--- src/rtl/miss_fill_ctrl.sv ---
// Read-miss fill controller: fetches a missed word from RAM,
// writes it into the cache and returns it to the CPU.
module miss_fill_ctrl #(
    parameter int ADDR_WIDTH  = 8,
    parameter int DATA_WIDTH  = 8,
    parameter int RAM_LATENCY = 2,
    parameter int CNT_WIDTH   = 16
) (
    input  logic                  clk,
    input  logic                  rst,
    input  logic                  re,
    input  logic                  hit,
    input  logic [ADDR_WIDTH-1:0] addr,
    input  logic [DATA_WIDTH-1:0] RAM_rdata,
    output logic                  RAM_re,
    output logic [ADDR_WIDTH-1:0] RAM_addr,
    output logic                  cache_we,
    output logic [ADDR_WIDTH-1:0] cache_addr,
    output logic [DATA_WIDTH-1:0] cache_wdata,
    output logic [DATA_WIDTH-1:0] rd_data,
    output logic                  rd_valid,
    output logic                  stall,
    output logic [CNT_WIDTH-1:0]  miss_count
);

    typedef enum logic [2:0] {
        IDLE,
        REQ,
        WAIT,
        FILL,
        DONE
    } state_t;

    localparam int LW = $clog2(RAM_LATENCY + 1);
    localparam logic [LW-1:0] LAT_LOAD = LW'(RAM_LATENCY - 1);

    state_t                state;
    state_t                state_nx;
    logic [LW-1:0]         lat_cnt;
    logic [ADDR_WIDTH-1:0] addr_q;
    logic [DATA_WIDTH-1:0] data_q;
    logic [CNT_WIDTH-1:0]  cnt_q;
    logic                  accept;
    logic                  lat_done;

    assign accept   = (state == IDLE) && re && !hit;
    assign lat_done = (lat_cnt == '0);

    always_ff @(posedge clk) begin
        if (rst) begin
            state <= IDLE;
        end else begin
            state <= state_nx;
        end
    end

    always_comb begin
        state_nx = state;
        unique case (state)
            IDLE:    if (accept) state_nx = REQ;
            REQ:     state_nx = WAIT;
            WAIT:    if (lat_done) state_nx = FILL;
            FILL:    state_nx = DONE;
            DONE:    state_nx = IDLE;
            default: state_nx = IDLE;
        endcase
    end

    // Datapath registers; counter saturates instead of wrapping.
    always_ff @(posedge clk) begin
        if (rst) begin
            lat_cnt <= '0;
            addr_q  <= '0;
            data_q  <= '0;
            cnt_q   <= '0;
        end else begin
            if (accept) begin
                addr_q <= addr;
                if (cnt_q != '1) begin
                    cnt_q <= cnt_q + 1'b1;
                end
            end
            if (state == REQ) begin
                lat_cnt <= LAT_LOAD;
            end else if (state == WAIT && !lat_done) begin
                lat_cnt <= lat_cnt - 1'b1;
            end
            if (state == WAIT && lat_done) begin
                data_q <= RAM_rdata;
            end
        end
    end

    always_comb begin
        RAM_re      = 1'b0;
        RAM_addr    = '0;
        cache_we    = 1'b0;
        cache_addr  = '0;
        cache_wdata = '0;
        rd_valid    = 1'b0;
        rd_data     = data_q;
        stall       = (state != IDLE);
        miss_count  = cnt_q;
        unique case (state)
            REQ: begin
                RAM_re   = 1'b1;
                RAM_addr = addr_q;
            end
            FILL: begin
                cache_we    = 1'b1;
                cache_addr  = addr_q;
                cache_wdata = data_q;
            end
            DONE:    rd_valid = 1'b1;
            default: ;
        endcase
    end

endmodule
--- config.mk ---
export PLATFORM = sky130hd
export DESIGN_NAME = miss_fill_ctrl
export DESIGN_NICKNAME = d
export VERILOG_FILES = /design/src/rtl/miss_fill_ctrl.sv
export SDC_FILE = /design/constraint.sdc
export NUM_CORES = 1
export LEC_CHECK = 0
export BUFFER_PORTS_ARGS = -buffer_cell sky130_fd_sc_hd__buf_4
export CORE_MARGIN = 10
export CORE_UTILIZATION = 48
export CTS_CLUSTER_DIAMETER = 200
export DETAILED_ROUTE_END_ITERATION = 8
export GPL_ROUTABILITY_DRIVEN = 0
export PLACE_DENSITY_LB_ADDON = 0.25
export SLEW_MARGIN = 40
export SYNTH_ARGS = -nofsm -noshare
export SYNTH_HDL_FRONTEND = slang
export SYNTH_SLANG_ARGS = --single-unit
--- constraint.sdc ---
create_clock -name clk -period 2.65 [get_ports clk]
set_input_delay 0.53 -clock clk [delete_from_list [all_inputs] [get_ports clk]]
set_output_delay 0.53 -clock clk [all_outputs]
set_load 0.02 [all_outputs]
-- After elaboration in Yosys (flattened, before gate mapping)
Cells that the tools add are included.
- add/subtract/negate cells: 2
- multiplexer cells: 11
- reduce and logical (&&, ||, !) cells: 13
- equal/unequal tests: 7
- operators with widths (kind ; count):
    8-bit 2-to-1 mux ; 3
    16-bit by 1-bit adder with 16-bit output (second input constant) ; 1
    16-bit inequality test (second input constant) ; 1
    3-bit one-hot mux with 4 select lines ; 1
    3-bit by 2-bit equality test with 1-bit output (second input constant) ; 2
    3-bit 2-to-1 mux ; 2
    1-bit 2-to-1 mux ; 5
    1-bit logical AND ; 4
    2-bit inequality test (second input constant) ; 2
    2-bit AND reduction ; 2
    3-bit by 1-bit equality test with 1-bit output (second input constant) ; 1
    3-bit equality test (second input constant) ; 1
    3-bit zero test ; 1
    3-bit nonzero test ; 1
    1-bit zero test ; 2
    2-bit zero test ; 1
    2-bit nonzero test ; 1
    2-bit OR reduction ; 1
    2-bit by 1-bit subtractor with 2-bit output (second input constant) ; 1
- register bits: 37
- input bits: 20
- output and inout bits: 52

-- Depth between registers and ports, before layout
- word-level depth: 5
- depth in mapped cells: 7

-- Least setup slack after synthesis
OpenSTA, ideal clock, no wires.
- path kind: input to register
- from: in hit
- to: reg cnt_q[7] (netlist: miss_count[7])
- data required time: 2.580 ns
- stages on the path: 5
- arrival: 2.271 ns
- slack: 0.308 ns
- cells stage by stage: or4b_4 > or4_4 > buf_6 > or4_1 > a21oi_1
- word-level cells in the longest chain between the ends: 3
- ends and longest elaborated chain (what ; line ; text):
    start, declared ; 12 ; input logic hit,
    1-bit zero test ; 46 ; assign accept = (state == IDLE) && re && !hit;
    1-bit logical AND ; 46 ;
    2-bit AND reduction (no source line) ; n/a ;
    end signal, assigned ; 80 ; cnt_q <= cnt_q + 1'b1;
    end, declared ; 42 ; logic [CNT_WIDTH-1:0] cnt_q;
Every way passes these cells.
A chain may end at the register's enable or synchronous reset.

-- Worst setup path after layout
- from: reg state[0]
- to: reg cnt_q[9] (netlist: miss_count[9])
- word-level cells in the longest chain between the ends: 4
- ends and longest elaborated chain (what ; line ; text):
    start, declared ; 37 ; state_t state;
    start signal, assigned ; 53 ; state <= state_nx;
    3-bit zero test ; 46 ;
    1-bit logical AND (2 in a row) ; 46 ;
    2-bit AND reduction (no source line) ; n/a ;
Every way passes these cells.

==> results.yml <==
run_status:
  status: "complete, no violations"
pwr:
  vdd_ir_drop_max_v: 0.000289
  cellPowerDensity_nw_per_um2: 468
  p_sw_mw: 0.290
  leakage_nw: 1.02
  pwr-share-comb: 0.141
  intPower_mw: 0.862
  clock_power_share: 0.339
  p_seq_frac: 0.520
  sw_frac_of_total: 0.252
detailed_routing:
  first_pass_iters: 4
  postRouteAntennaNets: 0
  vias_per_cell: 5.28
  drc: 0
  wl_mm: 4.89
  vias: 1754
  wl_per_cell_microns: 14.7
  first_iter_violations: 82
yosys:
  synthFlopType: "dfxtp_1"
  yosys_warnings: 0
  netlist_instances: 216
  synth_edf_count: 0
  synthArstFlopShare: 0
  synth_area_leader_cell: "dfxtp_1"
  syn_avg_cell_area_sq_um: 8.41
  seq_area_frac_synth: 0.408
  ys_ff_latch: 37
  synth_nets: 238
  yosysUniqueCellTypes: 39
  synth_area_leaders: "dfxtp_1, and2_1, a21oi_1"
  netlist_area_sq_um: 1820
  yosys.area.top_type_share: 0.408
placement:
  dp_cells: 325
  dp_hpwl_mm: 3.70
  dpl_cell_area_sq_um: 2380
  numPortBuffers: 71
  pre_cts_ws_ns: 0.130
timing:
  hold_viol: 0
  setup_ws_ns: 0.311
  tightest_slew_ns: 0.562
  max_clock_freq_ghz: 0.428
  finalCritPeriodShare: 0.883
  rsz0062_at_grt: "no"
  finalClockSkew_ns: 0.00284
  min_period_ns: 2.34
  finalSetupTns_ns: 0
  drv_slew: 0
  slew_headroom: 0.624
  setup_viol: 0
cells_and_area:
  fin_area_sq_um: 2460
  fin_nets: 306
  layout_commonest_cell: "buf_4"
  fin_util: 0.673
  diodes: 0
  syn2layout_area_growth_pct: 35.6
  drive_gt1_frac: 0.313
  final_cell_mix: "buf_4, dfxtp_1, and2_1"
  fin_cells: 332
clocking:
  cts_root_buffer: "clkbuf_8"
  clock_latency_ns: 0.29
  clk_pin_slew_ns: 0.07
  cts_sinks: 37
  cts_tree: "yes"
  cts_setup_buffers: 0
  numCtsBuffers: 5
  max-clock-path-buffers: 2
  h-tree-depth: 2
  cts_resized: 0
  hold_buffers: 0
setup_path:
  critPathLaunchType: "register"
  required_ns: 2.87
  arrival_ns: 2.56
  worstReg2RegStart: "state[0]"
  critPathKind: "register to register"
  rr_worst_depth: 4
  crit_fanout: 12
  reg2reg_slack_ns: 0.31
  r2r_end: "miss_count[9]"
  endpoint_kind: "register"
worst_hold_path:
  hp-start: "addr_q[3]"
  hold_depth: 2
  hold_path_class: "register to register"
  min_to: "addr_q[3]"
grt:
  grt_pass1_wl_mm: 7.60
  grt_pass1_vias: 1602
  grt_overflow_total: 0
  grt_util_all_layers: 0.142
  grt_max_degree: 41
  antenna_found_initial: 0
die:
  ios: 72
  die-height_microns: 81.5
  core_sq_um: 3660
  chipWidth_microns: 81.5
  dieArea_sq_um: 6650
  initial_core_util: 0.496
  rows: 22
flow_run:
  max_cap_viol_count: 0
## final cells by class
cell class	instances	area (sq um)
Clock buffer	7	86.3
Tap cell	48	60.1
Multi-Input combinational cell	162	1000
Sequential cell	37	741
Fill cell	330	1200
Inverter	3	11.3
Timing Repair Buffer	75	563
## Yosys cell counts (2+ instances only)
| master | number |
|---|---|
| nor3b_1 | 3 |
| nor2b_1 | 3 |
| buf_6 | 2 |
| or4_1 | 6 |
| and4_1 | 2 |
| mux2i_1 | 9 |
| clkbuf_1 | 10 |
| a21oi_1 | 19 |
| nand2_1 | 23 |
| a2111oi_0 | 2 |
| o21ai_0 | 4 |
| or3_1 | 5 |
| inv_1 | 3 |
| and3_1 | 3 |
| nand3_1 | 3 |
| nor4_1 | 4 |
| nor2_1 | 17 |
| xnor2_1 | 2 |
| dfxtp_1 | 37 |
| mux2_2 | 2 |
| nor4b_1 | 2 |
| and2_1 | 24 |
| o31ai_1 | 7 |
| nor3_1 | 4 |
| nand4_1 | 5 |
| ha_1 | 2 |
## routing by layer
| metal | global-route usage | wire (microns) | vias up |
|---|---|---|---|
| met3 | 0.0600 | 416 | 7 |
| met5 | 0 | 0 | - |
| met2 | 0.236 | 2350 | 46 |
| met4 | 0.0519 | 79 | 0 |
| li1 | - | - | 902 |
| met1 | 0.160 | 2040 | 799 |
## registers in the layout, indices dropped and copies added, names as in the netlist
signal	cells
addr_q	8
miss_count	16
rd_data	8
lat_cnt	2
state	3
## kinds of logic (layout without fill, tap and decap cells)
kind of cell,Yosys count,after routing,share of synthesized area
buf+inv,17,85,0.0441
simple gates,111,111,0.344
mux,11,11,0.0620
xor+xnor,2,2,0.00964
flops,37,37,0.408
fa+ha+maj,2,2,0.0138
compound gates,36,36,0.118
## worst max path at each step
stage	startpoint	cells after the start	endpoint
after floorplan	hit	5	miss_count[7]
after global placement	hit	5	miss_count[13]
after detailed placement	hit	5	miss_count[9]
after CTS	state[0]	4	miss_count[9]
after global routing	state[0]	4	miss_count[7]
final	state[0]	4	miss_count[9]
## metrics by stage
stage,power (mW),hold WS (ns)
floorplan,0.711,0.440
global placement,0.773,0.447
detailed placement,0.777,0.455
CTS,1.16,0.464
global route,1.21,0.485
finish,1.15,0.462
## power by group through the flow
stage               registers [mW]  clock network, mW  logic [mW]
detailed placement           0.612                  0       0.165
finish                       0.599              0.391       0.163
global placement             0.610                  0       0.162
CTS                          0.599              0.400       0.165
global route                 0.603              0.426       0.179
floorplan                    0.614                  0      0.0965
## critical path, stage by stage (launching register included)
cell and delay (ns):
dfxtp_1 0.39, or4b_4 0.60, or4_4 0.62, or4_1 0.53, a21oi_1 0.14
(Power assumes the default switching activity.)
